[src/rtl/hc595_pkg.sv]
// Shared constants and field helpers for the 74HC595 serial-display receiver.
package hc595_pkg;

   localparam int unsigned SEG_W  = 8;
   localparam int unsigned SEL_W  = 8;
   localparam int unsigned CNT_W  = 5;
   localparam int unsigned WORD_W = SEG_W + SEL_W;

   function automatic logic [SEG_W-1:0] seg_of(input logic [WORD_W-1:0] word);
      return word[WORD_W-1:SEL_W];
   endfunction

   function automatic logic [SEL_W-1:0] sel_of(input logic [WORD_W-1:0] word);
      return word[SEL_W-1:0];
   endfunction

endpackage

[src/rtl/hc595_rx_sync_edge.sv]
// Pin synchroniser with a rising-edge detector that arms only after the
// synchronised level has been seen low once since reset.
module sync_edge #(
   parameter int unsigned SYNC_STAGES = 2
) (
   input  logic clk_i,
   input  logic rst_i,
   input  logic pin_i,
   output logic level_o,
   output logic rise_o
);

   logic [SYNC_STAGES-1:0] sync_q;
   logic                   prev_q;
   logic                   armed_q;
   logic                   rise_q;

   // Chain resets to ones so the reset value itself never counts as "seen low";
   // a pin held high through reset therefore cannot produce an edge.
   always_ff @(posedge clk_i) begin
      if (rst_i) begin
         sync_q  <= '1;
         prev_q  <= 1'b1;
         armed_q <= 1'b0;
         rise_q  <= 1'b0;
      end else begin
         sync_q  <= {sync_q[SYNC_STAGES-2:0], pin_i};
         prev_q  <= sync_q[SYNC_STAGES-1];
         armed_q <= armed_q | ~sync_q[SYNC_STAGES-1];
         rise_q  <= armed_q & sync_q[SYNC_STAGES-1] & ~prev_q;
      end
   end

   // level_o is the registered sample aligned with rise_o.
   assign level_o = prev_q;
   assign rise_o  = rise_q;

endmodule

[src/rtl/hc595_rx.sv]
// Far-end receiver of the 74HC595 display link: shifts DS on SH_CP, latches on
// ST_CP, decodes segment/select bytes into a per-digit frame buffer.
module hc595_rx
   import hc595_pkg::*;
#(
   parameter int unsigned DATA_W      = 16,
   parameter int unsigned NUM_DIG     = 8,
   parameter int unsigned SYNC_STAGES = 2
) (
   input  logic                     clk_i,
   input  logic                     rst_i,
   input  logic                     sh_cp_i,
   input  logic                     st_cp_i,
   input  logic                     ds_i,
   output logic [DATA_W-1:0]        word_o,
   output logic                     word_vld_o,
   output logic                     len_err_o,
   output logic [NUM_DIG*SEG_W-1:0] frame_o,
   output logic                     frame_upd_o
);

   logic             sh_rise, st_rise, ds_lvl;
   logic [1:0]       unused_lvl;

   logic [DATA_W-1:0]        shreg_q, sh_next;
   logic [CNT_W-1:0]         cnt_q, cnt_next;
   logic [DATA_W-1:0]        word_q;
   logic                     vld_q, err_q, upd_q;
   logic [SEG_W-1:0]         dig_buf [NUM_DIG];
   logic [NUM_DIG-1:0]       scan_q;
   logic [NUM_DIG*SEG_W-1:0] frame_q;

   logic             len_bad, wr_en, mask_full;
   logic [SEG_W-1:0] seg;
   logic [SEL_W-1:0] sel;

   sync_edge #(.SYNC_STAGES(SYNC_STAGES)) u_sh (
      .clk_i(clk_i), .rst_i(rst_i), .pin_i(sh_cp_i),
      .level_o(unused_lvl[0]), .rise_o(sh_rise)
   );

   sync_edge #(.SYNC_STAGES(SYNC_STAGES)) u_st (
      .clk_i(clk_i), .rst_i(rst_i), .pin_i(st_cp_i),
      .level_o(unused_lvl[1]), .rise_o(st_rise)
   );

   sync_edge #(.SYNC_STAGES(SYNC_STAGES)) u_ds (
      .clk_i(clk_i), .rst_i(rst_i), .pin_i(ds_i),
      .level_o(ds_lvl), .rise_o()
   );

   // Shift is resolved before the latch so a coincident edge includes the new bit.
   always_comb begin
      sh_next  = shreg_q;
      cnt_next = cnt_q;
      if (sh_rise) begin
         sh_next  = {shreg_q[DATA_W-2:0], ds_lvl};
         cnt_next = (cnt_q == '1) ? cnt_q : cnt_q + 1'b1;
      end
      len_bad   = (cnt_next != CNT_W'(DATA_W));
      wr_en     = st_rise & ~len_bad;
      seg       = seg_of(WORD_W'(sh_next));
      sel       = sel_of(WORD_W'(sh_next));
      mask_full = &scan_q;
   end

   always_ff @(posedge clk_i) begin
      if (rst_i) begin
         shreg_q <= '0;
         cnt_q   <= '0;
         word_q  <= '0;
         vld_q   <= 1'b0;
         err_q   <= 1'b0;
         upd_q   <= 1'b0;
         scan_q  <= '0;
         frame_q <= '0;
         for (int unsigned d = 0; d < NUM_DIG; d++) dig_buf[d] <= '0;
      end else begin
         vld_q   <= 1'b0;
         err_q   <= 1'b0;
         upd_q   <= 1'b0;
         shreg_q <= sh_next;
         cnt_q   <= cnt_next;
         if (st_rise) begin
            word_q <= sh_next;
            vld_q  <= 1'b1;
            err_q  <= len_bad;
            cnt_q  <= '0;
         end
         if (mask_full) begin
            for (int unsigned d = 0; d < NUM_DIG; d++)
               frame_q[SEG_W*d +: SEG_W] <= dig_buf[d];
            upd_q  <= 1'b1;
            scan_q <= '0;
         end
         // Later per-bit assignment wins, so a write in the dump cycle re-marks its digit.
         if (wr_en) begin
            for (int unsigned d = 0; d < NUM_DIG; d++) begin
               if (!sel[d]) begin
                  dig_buf[d] <= seg;
                  scan_q[d]  <= 1'b1;
               end
            end
         end
      end
   end

   assign word_o      = word_q;
   assign word_vld_o  = vld_q;
   assign len_err_o   = err_q;
   assign frame_o     = frame_q;
   assign frame_upd_o = upd_q;

endmodule

[config.mk]
export PLATFORM = sky130hd
export DESIGN_NAME = hc595_rx
export DESIGN_NICKNAME = d
export VERILOG_FILES = /design/src/rtl/hc595_pkg.sv /design/src/rtl/hc595_rx_sync_edge.sv /design/src/rtl/hc595_rx.sv
export SDC_FILE = /design/constraint.sdc
export NUM_CORES = 1
export LEC_CHECK = 0
export CORE_ASPECT_RATIO = 0.8
export CORE_MARGIN = 2
export CORE_UTILIZATION = 55
export DETAILED_ROUTE_END_ITERATION = 12
export PLACE_DENSITY_LB_ADDON = 0.25
export SETUP_SLACK_MARGIN = 0.5
export SLEW_MARGIN = 20
export SYNTH_ARGS = -nofsm -noshare
export SYNTH_HDL_FRONTEND = slang
export SYNTH_HIERARCHICAL = 1
export SYNTH_SLANG_ARGS = --single-unit
[constraint.sdc]
create_clock -name clk_i -period 2.9 [get_ports clk_i]
set_input_delay 0.58 -clock clk_i [delete_from_list [all_inputs] [get_ports clk_i]]
set_output_delay 0.58 -clock clk_i [all_outputs]
set_load 0.02 [all_outputs]
==> flow_summary.yaml <==
detailed_routing:
  first_iter_violations: 364
  num_vias: 4846
  routed_wl_um: 14300
  drt-pass1-iter-count: 5
  remaining_drc_errors: 0
  viasPerCell: 5.46
  detail-route-antenna-nets: 0
  wire_per_inst_um: 16.1
timing:
  endpoints_failing_hold: 0
  finalWorstPathRequiredPeriod_ns: 2.31
  max_slew_violation_total_from_the_final_report: 0
  max_slew_margin_pct: 49.6
  timing.final.setup_violations: 0
  grt_setup_unrepaired: "false"
  fin_worst_skew_ns: 0.00747
  max_freq_mhz: 434
  post-route-period-util_pct: 79.5
  worstMarginPinSlew_ns: 0.754
  setup_total_negative_slack_ns: 0
final_layout:
  number_of_antenna_cells_inserted: 0
  nFillCells: 883
  synthToLayoutAreaGrowth_pct: 23.9
  fin_util_pct: 69.5
  final_layout_size_suffix_gt1_share_pct: 11.2
  mostFrequentLayoutCells: "nand2_1 (154), dfxtp_1 (124), clkdlybuf4s50_1 (86), a21oi_1 (68), edfxtp_1 (64)"
  layout.cells.most_common: "nand2_1"
  nets: 728
clocking:
  register_clock_pin_slew_on_the_reported_worst_setup_and_hold_paths_ns: 0.06
  max_clock_buf_depth: 2
  quantity_of_hold_fixing_buffers_added_after_cts: 0
  cts_tree: "built"
  htreeDepth: 4
  cts-buffers-inserted: 17
  clock-root-buffer: "clkbuf_16"
  numClockSinks: 189
  clock_latency_of_the_later_clocked_register_in_the_worst_skew_pair_ns: 0.43
worst_setup_path:
  biggest_fanout_along_the_worst_timing_path: 11
  worstSetupEndpointType: "register"
  regToRegSetupSlack_ns: 0.59
  critical_path_required_ns: 2.97
  critical_path_arrival_ns: 2.38
  critical_path_buf_inv_count: 0
  crit_slowest_cell: "and4b_1"
  path_cells: "ha_2 > and4b_1 > nor2_4 > o31ai_4"
  path_delay_family: "simple AND/OR/NAND/NOR gates"
  critical_path.startpoint_type: "register"
  start_to_end_type_of_the_worst_setup_path: "reg2reg"
  timing.critical_path.slowest_cell_delay_ns: 0.53
global_routing:
  use_met3_pct: 5.40
  number_of_global_route_vias_before_repair: 4534
  grt-busiest-layer: "met2"
  gr_layer_usage_met2_pct: 36.4
  wire_length_of_the_first_global_routing_pass_um: 22700
  antenna_violations_before_repair: 0
  global_route.usage.total_pct: 22.6
  grt_max_degree: 55
  met1_routing_resource_usage_after_global_routing_pct: 29.4
  globalRouteOverflowTotal: 0
floorplan:
  floorplan.die_area_sq_um: 13300
  die-width_um: 128
  placeableCoreArea_sq_um: 12100
  initial_core_util_pct: 56.1
  io_pins: 88
  die_height_um: 103
  placement_rows: 36
status:
  result_of_the_run: "complete, no violations"
min_path:
  hold_class: "reg2reg"
logic_synthesis:
  postSynthAreaPerCell_sq_um: 10.5
  post_synth_instance_area_sq_um: 6800
  synth.yosys.warnings: 6
  synthesis.instances: 647
  syn-num-nets: 653
placed_design:
  port_buffers: 87
  place_congestion: 0.837
  hpwl_um: 9570
power_and_ir_drop:
  vdd_ir_drop_max_uv: 417
  power.total_uw: 5030
  static-leakage-power_uw: 0.00288
  power.density_cell_area_nw_per_um2: 597
run:
  timing.max_cap.violations: 0
-- what timing repair did --
item / in CTS / in global routing
cloned: 0 / 0
pin swaps: 0 / 1
setup endpoints to repair: 16 / 64
buffers inserted: 0 / 1
resized for setup: 1 / 6
-- power breakdown --
| group | internal [uW] | total (uW) | switching [uW] |
|---|---|---|---|
| combinational | 24.2 | 79.4 | 55.2 |
| clock | 1230 | 2170 | 942 |
| sequential | 2770 | 2780 | 12.8 |
| total | 4020 | 5030 | 1010 |
-- final timing paths --
check                  from  cells after the start        endpoint
max                cnt_q[1]                      4  dig_buf[1][19]
min          u_sh/sync_q[0]                      1  u_sh/sync_q[1]
max reg2reg        cnt_q[1]                      4  dig_buf[1][19]
min reg2reg  u_sh/sync_q[0]                      1  u_sh/sync_q[1]
-- routing by layer --
metal / up-vias / routed length (um)
met2: 149 / 6860
met3: 20 / 765
li1: 2364 / -
met4: 0 / 269
met5: - / 0
met1: 2313 / 6390
-- per-stage QoR --
stage,setup WS [ns],std cells,area (sq um),hold WS (ns)
after global placement,0.511,854,7840,0.379
after detailed placement,0.371,854,7840,0.394
after global routing,0.458,887,8430,0.420
after floorplan,0.543,647,6830,0.373
after CTS,0.488,886,8400,0.409
final,0.594,887,8430,0.406
-- worst register-to-register path: stages, from the launching register on --
cell and delay, ns:
dfxtp_1 0.43, ha_2 0.32, and4b_1 0.53, nor2_4 0.20, o31ai_4 0.49
-- state kept, by name, indices dropped and copies added (netlist names) --
signal / cells
frame_o: 64
u_st/level_o: 1
u_sh/sync_q: 2
cnt_q: 5
shreg_q: 16
frame_upd_o: 1
u_ds/sync_q: 2
word_o: 16
word_vld_o: 1
dig_buf: 64
u_st/sync_q: 2
u_sh/level_o: 1
u_sh/rise_o: 1
scan_q: 8
u_st/armed_q: 1
u_sh/armed_q: 1
len_err_o: 1
u_ds/level_o: 1
u_st/rise_o: 1
-- layout make-up --
cell class / instances / area, sq um / share of cell area, %
timing repair buffer: 105 / 1030 / 12.2
multi-input combinational: 389 / 2150 / 25.5
clock inverter: 7 / 50.0 / 0.594
tap: 152 / 190 / 2.26
inverter: 20 / 75.1 / 0.891
clock buffer: 25 / 508 / 6.03
sequential: 189 / 4430 / 52.5
Power figures use the tool's default switching activity.
